$ cat src/rtl/blankport_stim_sig.sv
// ---------------------------------------------------------------------------
// blankport_stim_sig
//
// Stimulus and response-capture stage for the blank-port test module.
// A start pulse launches a run of NVEC vectors: the vector count drives the
// DUT's a/b inputs, and each returned o value is folded into a 16-bit LFSR
// signature, so the bench only has to compare one word per run.
//
// Ports:
//   clk      rising-edge clock
//   reset    synchronous, active-high reset (aborts any run in progress)
//   start    begins a run; only looked at in IDLE or DONE
//   a_out    registered stimulus to DUT a (vector bits [3:0])
//   b_out    registered stimulus to DUT b (vector bits [7:4])
//   o_in     DUT o, a combinational function of a_out/b_out
//   busy     high while vectors are driven or the last response drains
//   done     high once the run has finished; sig is then stable
//   sig      current signature
//   vec_cnt  number of o values absorbed into sig
// ---------------------------------------------------------------------------
module blankport_stim_sig #(
  parameter int NVEC = 256
) (
  input  logic        clk,
  input  logic        reset,
  input  logic        start,
  output logic [3:0]  a_out,
  output logic [3:0]  b_out,
  input  logic [7:0]  o_in,
  output logic        busy,
  output logic        done,
  output logic [15:0] sig,
  output logic [8:0]  vec_cnt
);

  typedef enum logic [1:0] {IDLE, DRIVE, DRAIN, DONE} state_t;

  localparam logic [8:0] LAST = 9'(NVEC - 1);

  state_t      state_reg, state_next;
  logic [8:0]  cnt_reg;
  logic [7:0]  vec_reg;
  logic [7:0]  o_q_reg;
  logic        cap_valid_reg;
  logic [15:0] sig_reg;
  logic [8:0]  vec_cnt_reg;

  // One LFSR step with the captured response XORed into the low byte.
  function automatic logic [15:0] sig_step(input logic [15:0] s, input logic [7:0] d);
    logic fb;
    fb = s[15] ^ s[13] ^ s[12] ^ s[10];
    return {s[14:0], fb} ^ {8'h00, d};
  endfunction

  // State register
  always_ff @(posedge clk) begin
    if (reset) begin
      state_reg <= IDLE;
    end else begin
      state_reg <= state_next;
    end
  end

  // Next-state logic
  always_comb begin
    state_next = state_reg;
    case (state_reg)
      IDLE:    if (start) state_next = DRIVE;
      DRIVE:   if (cnt_reg == LAST) state_next = DRAIN;
      DRAIN:   state_next = DONE;
      DONE:    if (start) state_next = DRIVE;
      default: state_next = IDLE;
    endcase
  end

  // Output decode
  always_comb begin
    busy = 1'b0;
    done = 1'b0;
    case (state_reg)
      DRIVE, DRAIN: busy = 1'b1;
      DONE:         done = 1'b1;
      default:      ;
    endcase
  end

  // Datapath: vector counter, response capture and signature.
  // The response to a vector is registered one cycle before it is folded,
  // so the last response is absorbed in the single DRAIN cycle.
  always_ff @(posedge clk) begin
    if (reset) begin
      cnt_reg       <= '0;
      vec_reg       <= '0;
      o_q_reg       <= '0;
      cap_valid_reg <= 1'b0;
      sig_reg       <= '0;
      vec_cnt_reg   <= '0;
    end else begin
      case (state_reg)
        IDLE, DONE: begin
          if (start) begin
            cnt_reg       <= '0;
            vec_reg       <= '0;
            sig_reg       <= '0;
            vec_cnt_reg   <= '0;
            cap_valid_reg <= 1'b0;
          end
        end
        DRIVE: begin
          o_q_reg       <= o_in;
          cap_valid_reg <= 1'b1;
          if (cap_valid_reg) begin
            sig_reg     <= sig_step(sig_reg, o_q_reg);
            vec_cnt_reg <= vec_cnt_reg + 9'd1;
          end
          // The last vector stays on a_out/b_out through DRAIN.
          if (cnt_reg != LAST) begin
            cnt_reg <= cnt_reg + 9'd1;
            vec_reg <= 8'(cnt_reg + 9'd1);
          end
        end
        DRAIN: begin
          sig_reg       <= sig_step(sig_reg, o_q_reg);
          vec_cnt_reg   <= vec_cnt_reg + 9'd1;
          cap_valid_reg <= 1'b0;
        end
        default: ;
      endcase
    end
  end

  assign a_out   = vec_reg[3:0];
  assign b_out   = vec_reg[7:4];
  assign sig     = sig_reg;
  assign vec_cnt = vec_cnt_reg;

endmodule

$ cat config.mk
export PLATFORM = sky130hd
export DESIGN_NAME = blankport_stim_sig
export DESIGN_NICKNAME = d
export VERILOG_FILES = /design/src/rtl/blankport_stim_sig.sv
export SDC_FILE = /design/constraint.sdc
export NUM_CORES = 1
export LEC_CHECK = 0
export BUFFER_PORTS_ARGS = -buffer_cell sky130_fd_sc_hd__buf_4
export CORE_MARGIN = 5
export CORE_UTILIZATION = 50
export CTS_BUF_LIST = sky130_fd_sc_hd__clkbuf_16
export DETAILED_ROUTE_END_ITERATION = 8
export HOLD_SLACK_MARGIN = 0.08
export PLACE_DENSITY_LB_ADDON = 0.08
export SYNTH_ARGS = -nofsm -noshare
export SYNTH_HDL_FRONTEND = slang
export SYNTH_SLANG_ARGS = --single-unit
$ cat constraint.sdc
create_clock -name clk -period 2.8 [get_ports clk]
set_clock_uncertainty 0.15 [all_clocks]
set_input_delay 0.84 -clock clk [delete_from_list [all_inputs] [get_ports clk]]
set_output_delay 0.84 -clock clk [all_outputs]
set_load 0.1 [all_outputs]
==> results.md <==
* Num Clock Sinks at 45
* Final period utilization at between 80% and 90%
* Status: finished clean
* Vias in the first global route at 1571
* Router iterations before antenna repair at 4
* Post-Syn Area at 2030 µm²
* Commonest non-fill, non-tap cell in the layout: buf_4
* Post-CTS resize count at 0
* Total GRT Usage at 16.0%
* Row count at 23
* Clock latency on the worst-skew pair at 0.28 ns
* Remaining global-route overflow at 0
* Post-synth EDFFs at 0
* Nets at 273
* Cell Int Power at ~0.0014 W
* Crit path top cell by count: inv_1
* Maximum VDD drop at between 0.0004 and 0.0005 V
* Commonest non-fill, non-tap cells in the layout: buf_4 (47), dfxtp_1 (45), nor2_1 (43), a22oi_1 (17), xor2_1 (10)
* Chip Width at 73.7 µm
* CP arrival at 1.46 ns
* CP max stage cell: ha_1
* Net Count, Synth at 239
* Crit path max-delay family: buffers and inverters
* Max stage delay on crit path at 0.37 ns
* Initial antenna violation count at 0
* Worst-path clk slew at ~0.060 ns
* GR Util met2 at a little over a quarter
* Mean area per synthesized cell at slightly above 9 µm²
* Root Driver: clkbuf_16
* DR vias/cell at 5.22
* Maxcap violations at 0
* WL/cell at 12.9 µm
* Netlist cell types at 32
* Post-synthesis cell count at 222
* Post-CTS Setup Bufs at 0
* Max Transition Viols Final at 0
* Comb power frac at 46.4%
* CTS Buffer Depth at 2
* DRT iter0 DRCs at 85
* Final hold vios at 0
* Slew Limit Headroom at 49.8%
* CTS H-Tree Depth at 2
* Die Ht at around 74 µm
* FF+latch area at 901 µm²
* Worst EP required at around 1.8 ns
* CP startpoint kind: flop
* Clk network pwr share at a little over a fifth
* GPL Wtd Cong at around 0.79
* CTS Hold Bufs at 0
* Footprint of the multi-input gates at 990 µm²
* M1 GR Usage at 20.0%
* Part of the power in registers at a little under a third
* DRT antenna net count at 0
* Worst Tran Pin Value at 0.751 ns
* Core box area at slightly below 4000 µm²
* Met3 GRT Util at 5.75%
* Largest register FFs at 16
* Seq/Total Area, Yosys at between 40% and 50%
* Switching Share at 46.1%
* Number of antenna diodes at 0
* Fmax at approximately 0.41 GHz
* Detailed Route WL at slightly below 4000 µm
* Global-route wire length before repair at 6930 µm
* # fillers at 372
* Largest net degree at the start of global routing at 35
* RSZ-0062 raised after global routing: no
* Setup Viol. Count Final at 0
* Critical path class: flop to output port
* Tot Pwr at between 0.002 and 0.003 W
* Post-synth top flop: dfxtp_1
* Share of cells above drive strength 1 at 21.8%
* Synthesis-stage register bit count at 45
* Min Tclk post-route at roughly 2.5 ns
* Port Buffer Count at 45
* Hold crit path type: flop to flop
* Crit Path Max Fanout at 8
* PD cells at 1020 nW/µm²
* Synth-to-Final Area Change at 21.5%
* Critical path buffers and inverters at 3
* Hpwl dp at 2800 µm
* Vias after detailed routing at 1603
* Die footprint at 5430 µm²
* Leakage at 1.02 nW
* TritonCTS clock tree: built
* CP cell instances: inv_1 -> ha_1 -> inv_1 -> buf_4
* DRC Markers at 0
* Synth warnings at 0
* Setup TNS at 0 ns
* Ys async rst share at 0%
* Busiest grt layer: met2
* Critical Path Sink Type: output port
* NetSw at 0.00116 W
* Initial core utilization at 51.1%
* I/O pin count at 46
* TritonCTS Buffers at 5
==> through the flow <==
stage | instances | instance area (µm²) | hold slack [ns] | utilization (%) | worst slack (ns)
2_1_floorplan | 222 | 2030 | 0.307 | - | 0.282
3_3_place_gp | 299 | 2320 | 0.321 | 58.5 | 0.486
3_5_place_dp | 299 | 2320 | 0.329 | 58.5 | 0.472
4_1_cts | 307 | 2460 | 0.340 | 62.1 | 0.336
5_1_grt | 307 | 2460 | 0.368 | 62.1 | 0.226
6_report | 307 | 2460 | 0.336 | 62.1 | 0.346
==> power by group through the flow <==
stage / Combinational, W / Sequential, W / Clock (W)
5_1_grt: 0.00128 / 0.000814 / 0.000590
2_1_floorplan: 0.000772 / 0.00100 / 0
4_1_cts: 0.00117 / 0.000799 / 0.000565
3_3_place_gp: 0.00116 / 0.000810 / 0
6_report: 0.00116 / 0.000798 / 0.000546
3_5_place_dp: 0.00116 / 0.000812 / 0
==> layer usage <==
metal  share of wire, %  up-vias  wire (µm)
met1                 46      734       1830
met5                  0        -          0
met3                6.1        5        241
li1                   -      831          -
met4                1.0        0         40
met2                 47       33       1850
==> synthesized netlist by cell type (all sizes together) (5+ instances only) <==
library cell   n  area [µm²]
nand3          6        30.0
xnor2          9        78.8
xor2          10        87.6
a22oi         17         128
clkbuf        10        37.5
ha             6        75.1
nor2          43         161
buf           10        82.6
dfxtp         45         901
mux2i          8        80.1
nand2          8        30.0
a21oi          9        45.0
inv            5        18.8
==> logic make-up (layout without fill, tap and decap cells) <==
family | after synthesis | in the layout | synth area share, %
compound gates | 38 | 38 | 13.1
xor+xnor | 20 | 20 | 9.31
fa+ha+maj | 6 | 6 | 3.70
buf+inv | 25 | 60 | 6.84
flops | 45 | 45 | 44.4
mux | 8 | 8 | 3.95
simple gates | 80 | 80 | 18.7
==> tightest hold or removal path: cells and delay by family (launching register included) <==
kind / cells / cell delay (ns)
flops: 1 / 0.32
compound gates: 2 / 0.11
==> cell type report <==
type                       count  area share [%]
sequential                    45            36.5
multi-input combinational    152            40.2
clock buffer                   5            5.08
clock inverter                 3           0.609
inverter                       5           0.761
timing repair buffer          47            14.3
tap                           50            2.54
==> path summary, 6_finish.rpt <==
check                     from         end  slack [ns]  cells past startpoint
setup / recovery  state_reg[1]        busy        0.35                      4
hold reg to reg     vec_cnt[8]  vec_cnt[8]        0.34                      2
hold / removal      vec_cnt[8]  vec_cnt[8]        0.34                      2
setup reg to reg    cnt_reg[0]  cnt_reg[7]        0.49                      8
No activity file was read; power rests on OpenSTA's default activity.
